## src/rtl/uart_autobaud_ctrl.sv

```systemverilog
// Auto-baud controller: times a received 0x55 sync character on rx_in and
// derives the x16 baud generator reload value and its 1/8-step fraction.
module uart_autobaud_ctrl #(
   parameter int          BAUD_VAL_FRCTN_EN = 0,
   parameter logic [12:0] DEFAULT_BAUD_VAL  = 13'd25,
   parameter int          CNT_W             = 21
) (
   input  logic        clk,
   input  logic        reset,
   input  logic        rx_in,
   input  logic        start,
   output logic [12:0] baud_val,
   output logic [2:0]  baud_val_fraction,
   output logic        busy,
   output logic        done,
   output logic        error,
   output logic        locked
);
   typedef enum logic [2:0] {
      S_IDLE       = 3'd0,
      S_WAIT_IDLE  = 3'd1,
      S_WAIT_START = 3'd2,
      S_MEASURE    = 3'd3,
      S_CALC       = 3'd4,
      S_DONE       = 3'd5,
      S_ERROR      = 3'd6
   } state_t;

   localparam logic [CNT_W-1:0] CNT_ONES = {CNT_W{1'b1}};
   localparam logic [CNT_W-1:0] N_MIN    = CNT_W'(16);
   localparam logic [CNT_W-1:0] B_MAX    = CNT_W'(8191);

   state_t            state_r, state_nxt_s;
   logic              rx_meta_r, rx_sync_r, rx_prev_r, fall_s;
   logic [CNT_W-1:0]  t_cnt_r, i_cnt_r, i1_r, t_lat_r;
   logic [2:0]        edge_cnt_r;
   logic [CNT_W-1:0]  t_inc_s, i_inc_s, i_diff_s, n_s, n_rnd_s, b_s;
   logic [2:0]        f_s;
   logic              sat_s, dev_bad_s, calc_ok_s;
   logic [12:0]       baud_val_r;
   logic [2:0]        frac_r;
   logic              busy_r, done_r, error_r, locked_r;

   assign fall_s            = rx_prev_r & ~rx_sync_r;
   assign baud_val          = baud_val_r;
   assign baud_val_fraction = frac_r;
   assign busy              = busy_r;
   assign done              = done_r;
   assign error             = error_r;
   assign locked            = locked_r;

   // rx_in synchronizer plus one-cycle history for falling-edge detection
   always_ff @(posedge clk) begin
      if (reset) begin
         rx_meta_r <= 1'b1;
         rx_sync_r <= 1'b1;
         rx_prev_r <= 1'b1;
      end else begin
         rx_meta_r <= rx_in;
         rx_sync_r <= rx_meta_r;
         rx_prev_r <= rx_sync_r;
      end
   end

   // Counts as seen at the current edge, interval deviation and rate arithmetic
   always_comb begin
      t_inc_s = t_cnt_r + CNT_W'(1);
      i_inc_s = i_cnt_r + CNT_W'(1);
      sat_s   = (t_inc_s == CNT_ONES) || (i_inc_s == CNT_ONES);
      if (i_inc_s > i1_r) begin
         i_diff_s = i_inc_s - i1_r;
      end else begin
         i_diff_s = i1_r - i_inc_s;
      end
      dev_bad_s = (i_diff_s > (i1_r >> 2));
      n_s       = t_lat_r >> 4;
      if (BAUD_VAL_FRCTN_EN != 0) begin
         n_rnd_s = n_s;
         f_s     = n_s[2:0];
      end else begin
         n_rnd_s = n_s + CNT_W'(4);
         f_s     = 3'd0;
      end
      b_s       = (n_rnd_s >> 3) - CNT_W'(1);
      calc_ok_s = (n_s >= N_MIN) && (b_s <= B_MAX);
   end

   // FSM state register
   always_ff @(posedge clk) begin
      if (reset) begin
         state_r <= S_IDLE;
      end else begin
         state_r <= state_nxt_s;
      end
   end

   // FSM next-state logic; edge_cnt_r holds the number of edges already seen
   always_comb begin
      state_nxt_s = state_r;
      case (state_r)
         S_IDLE: begin
            if (start) state_nxt_s = S_WAIT_IDLE;
            else       state_nxt_s = S_IDLE;
         end
         S_WAIT_IDLE: begin
            if (rx_sync_r) state_nxt_s = S_WAIT_START;
            else           state_nxt_s = S_WAIT_IDLE;
         end
         S_WAIT_START: begin
            if (fall_s) state_nxt_s = S_MEASURE;
            else        state_nxt_s = S_WAIT_START;
         end
         S_MEASURE: begin
            if (sat_s) begin
               state_nxt_s = S_ERROR;
            end else if (fall_s) begin
               if ((edge_cnt_r >= 3'd2) && dev_bad_s) state_nxt_s = S_ERROR;
               else if (edge_cnt_r == 3'd4)           state_nxt_s = S_CALC;
               else                                   state_nxt_s = S_MEASURE;
            end else begin
               state_nxt_s = S_MEASURE;
            end
         end
         S_CALC: begin
            if (calc_ok_s) state_nxt_s = S_DONE;
            else           state_nxt_s = S_ERROR;
         end
         S_DONE:  state_nxt_s = S_IDLE;
         S_ERROR: state_nxt_s = S_IDLE;
         default: state_nxt_s = S_IDLE;
      endcase
   end

   // Measurement counters: total span, current interval and first interval
   always_ff @(posedge clk) begin
      if (reset) begin
         t_cnt_r    <= '0;
         i_cnt_r    <= '0;
         i1_r       <= '0;
         t_lat_r    <= '0;
         edge_cnt_r <= 3'd0;
      end else begin
         case (state_r)
            S_WAIT_START: begin
               if (fall_s) begin
                  t_cnt_r    <= '0;
                  i_cnt_r    <= '0;
                  edge_cnt_r <= 3'd1;
               end
            end
            S_MEASURE: begin
               t_cnt_r <= t_inc_s;
               i_cnt_r <= i_inc_s;
               if (fall_s) begin
                  i_cnt_r    <= '0;
                  edge_cnt_r <= edge_cnt_r + 3'd1;
                  if (edge_cnt_r == 3'd1) i1_r    <= i_inc_s;
                  if (edge_cnt_r == 3'd4) t_lat_r <= t_inc_s;
               end
            end
            default: begin
               t_cnt_r <= t_cnt_r;
            end
         endcase
      end
   end

   // Registered status outputs and configuration load on a good measurement
   always_ff @(posedge clk) begin
      if (reset) begin
         baud_val_r <= DEFAULT_BAUD_VAL;
         frac_r     <= 3'd0;
         busy_r     <= 1'b0;
         done_r     <= 1'b0;
         error_r    <= 1'b0;
         locked_r   <= 1'b0;
      end else begin
         busy_r  <= (state_nxt_s == S_WAIT_IDLE) || (state_nxt_s == S_WAIT_START) ||
                    (state_nxt_s == S_MEASURE)   || (state_nxt_s == S_CALC);
         done_r  <= (state_nxt_s == S_DONE);
         error_r <= (state_nxt_s == S_ERROR);
         if ((state_r == S_IDLE) && start) begin
            locked_r <= 1'b0;
         end else if (state_nxt_s == S_DONE) begin
            locked_r <= 1'b1;
         end
         if ((state_r == S_CALC) && calc_ok_s) begin
            baud_val_r <= b_s[12:0];
            frac_r     <= f_s;
         end
      end
   end
endmodule

```

## config.mk

```make
export PLATFORM = sky130hd
export DESIGN_NAME = uart_autobaud_ctrl
export DESIGN_NICKNAME = d
export VERILOG_FILES = /design/src/rtl/uart_autobaud_ctrl.sv
export SDC_FILE = /design/constraint.sdc
export NUM_CORES = 1
export LEC_CHECK = 0
export BUFFER_PORTS_ARGS = -buffer_cell sky130_fd_sc_hd__buf_2
export CORE_AREA = 4 4 116 228
export CTS_BUF_LIST = sky130_fd_sc_hd__clkbuf_4
export DETAILED_ROUTE_END_ITERATION = 7
export DIE_AREA = 0 0 120 232
export PLACE_DENSITY_LB_ADDON = 0.25
export SYNTH_ARGS = -nofsm -noshare
export SYNTH_HDL_FRONTEND = slang
export SYNTH_SLANG_ARGS = --single-unit
```

## constraint.sdc

```tcl
create_clock -name clk -period 13.65 [get_ports clk]
set_input_delay 2.73 -clock clk [delete_from_list [all_inputs] [get_ports clk]]
set_output_delay 2.73 -clock clk [all_outputs]
set_load 0.05 [all_outputs]
```

==> run summary <==
Standard-cell rows: 81
I/O pin cnt: 24
Clock Skew: 0.03508 ns
Psw: 159.4 uW
Outcome: completed
Sequential share of power: 58.3%
Main combinational cell family by area after synthesis: simple AND/OR/NAND/NOR gates
R2r worst-path depth: 27
Worst Path Class, Setup: reg -> reg
Layout cell share with drive strength beyond 1: 6.764%
Port bufs: 20
Die ar.: 27840 sq um
CORE AREA: 24630 sq um
Clock network power share: 28.1%
Vias in the first global route: 8252
Mux contribution to synthesized area: 3.632%
DR pass1 iterations: 7
Flops & latches, synth: 104
Type of destination of the critical path: flop
Mapped Avg Cell Area: 7.567 sq um
Yosys Warn Count: 0
Min Tclk post-route: 7.451 ns
Clock buffer depth: 2
Setup tns final: 0 ns
DR vias/cell: 5.633
Max-Cap Viols: 0
Hold Vio Cnt, Final: 0
DRT iter0 DRCs: 332
Largest net degree at the start of global routing: 86
Grt ovf: 0
Final Max Tran Viols: 0
WHS Path Cells: 1
Clock transition at the registers of the reported paths: 0.15 ns
Post-CTS sizing: 0
Min Hold Slack: 0.4413 ns
Crit-path slowest cell: or4_1
Via Count: 8038
Final HPWL DP: 23220 um
Hold endpoint: rx_sync_r
CTS HTree Levels: 3
Int Pwr: 368.3 uW
Worst Tran Pin Value: 1.017 ns
Slew HR: 32.10%
Post-synth cell types: 77
CP max stage delay: 0.56 ns
VDD IR max: 0.05114 mV
Combinational Power Share: 13.6%
Post-layout net count: 1169
Post-Syn Area: 8543 sq um
Fmax: 134.2 MHz
Asr flop ratio synth: 0%
Worst Setup Start Kind: flop
Post-CTS setup buffer count: 0
Cts bufs inserted: 9
Clock sinks: 104
Die height: 232 um
Register-to-register setup slack: 6.20 ns
Sw Ratio: 30.20%
Setup violators final: 0
Synth Area in XOR/XNOR: 7.791%
EDFF count, synth: 0
R2r startpoint: i_cnt_r[0]
Starting density of the core: 34.69%
Antenna violations before repair: 1
Area grow syn2layout: 4.071%
Cells after Synth: 1129
Crit path from: i_cnt_r[0]
Clk root buf: clkbuf_4
Antenna-violating nets left: 0
Synth Area in Compound Gates: 22.63%
Routed WL: 29100 um
Tightest Hold Check Type: reg -> reg
Residual DRC: 0
Worst EP required: 14.11 ns
Main flop type after synthesis: dfxtp_1
Die width: 120 um
Worst-path fanout max: 35
RSZ-0062 raised after global routing: false
Area share of fa/ha/maj cells after synthesis: 11.01%
Worst Path Arrival: 7.91 ns
Register area share after synthesis: 24.37%
Gr usage total: 21.29%
Pwr dens: 59.36 nW/um^2
Synth Area in Simple Gates: 23.76%
Hold Startpoint: rx_meta_r
Wire per inst: 20.39 um
Leak Pwr: 0.003564 uW
Period utilisation layout: 54.58%
Cts hold-fix bufs: 0
Global-route wire length before repair: 45320 um
GPL Wtd Cong: 0.9831
FF-to-FF End: busy
Later-pin clock latency in the skew report: 0.55 ns
TritonCTS clock tree: built
[power by group through the flow]
stage	sequential [uW]	clock, uW	combinational, uW
2_1_floorplan	314	0	52.2
3_3_place_gp	314	0	70.6
3_5_place_dp	314	0	70.8
6_report	308	148	71.8
4_1_cts	308	158	71.2
5_1_grt	308	164	79.6
[placed cells by master (no fill, tap or decap), drive strengths merged, types with 9 or more instances in the layout]
master	netlist	routed
a21oi	80	80
buf	29	28
inv	61	62
a31oi	12	12
mux2i	25	25
and3	12	12
xor2	34	34
o21bai	9	9
nor3	36	36
nor2	156	156
nor2b	12	12
nand4	25	25
nor4	17	17
a211oi	43	43
o21ai	58	58
nand2	76	76
dfxtp	104	104
a22oi	22	22
ha	72	72
nand3	33	33
clkbuf	50	10
a21o	9	9
xnor2	42	42
[sequential cells by signal, summed over array words and instances, names as in the netlist]
name        count
busy            1
i_cnt_r        21
locked          1
done            1
rx_prev_r       1
rx_meta_r       1
t_lat_r        15
baud_val       13
t_cnt_r        21
i1_r           21
state_r         3
error           1
edge_cnt_r      3
rx_sync_r       1
[worst max-delay path by stage]
stage                     slack [ns]  endpoint  depth (start not counted)
after floorplan                 7.48      busy                         27
after global placement          6.43      busy                         27
after detailed placement        6.28      busy                         27
after CTS                       6.23      busy                         27
after global routing            5.52      busy                         28
final                           6.20      busy                         27
[stage by stage]
stage	utilization [%]	power (uW)	instances	setup slack, ns	instance area, sq um
final	36.10	527.7	1427	6.199	8891
after global routing	36.10	551.2	1427	5.519	8891
after CTS	36.09	537.1	1426	6.228	8889
after detailed placement	35.70	384.8	1412	6.278	8791
after global placement	35.70	384.6	1412	6.429	8791
after floorplan	-	366.5	1131	7.483	8551
[synthesized netlist by cell type, types with 4 or more instances]
library cell,n,area [sq um]
nor2_1,156,585.6
dfxtp_1,104,2082
a21oi_1,79,395.4
nand2_1,76,285.3
ha_1,72,900.9
inv_1,61,229.0
o21ai_0,51,255.2
clkbuf_1,50,187.7
xnor2_1,42,367.9
a211oi_1,40,300.3
nor3_1,35,175.2
xor2_1,34,297.8
nand3_1,32,160.2
mux2i_1,25,250.2
nand4_1,24,150.1
a22oi_1,22,165.2
buf_2,21,105.1
nor4_1,15,93.84
and3_1,12,75.07
nor2b_1,12,75.07
a31oi_1,11,68.82
a21o_1,9,67.56
o21bai_1,9,67.56
and2_1,8,50.05
o21ai_1,7,35.03
or3_1,7,43.79
and4_1,6,52.55
buf_4,5,37.54
or2_2,5,31.28
or4_1,5,37.54
a311oi_1,4,35.03
nand3b_1,4,30.03
o211ai_1,4,30.03
o21a_1,4,30.03
o31ai_1,4,30.03
[metal layers]
metal  global-route usage, %  wire length [um]
met1                   16.94              8984
met4                   19.07              2827
met3                   2.097               564
met2                   43.37             16730
met5                       0                 0
[worst max-delay path, delay by kind of cell, from the launching register on]
family	cells	cell delay, ns
mux	2	0.46
compound gates	7	1.81
buf+inv	2	0.38
flops	1	0.48
xor+xnor	2	0.40
simple gates	11	2.75
fa+ha+maj	3	1.07
[logic make-up after synthesis]
logic type      after synthesis
simple gates                417
flops                       104
other cells                   1
mux                          30
buf+inv                     140
compound gates              287
xor+xnor                     76
fa+ha+maj                    74
[final cells by class]
class / count / area (sq um)
antenna: 1 / 2.502
clock buffer: 10 / 75.07
clock inverter: 4 / 22.52
fill: 2685 / 15740
inverter: 61 / 229.0
multi-input combinational: 887 / 5902
sequential: 104 / 2082
tap: 332 / 415.4
timing repair buffer: 28 / 162.7
Power figures use the tool's default switching activity.
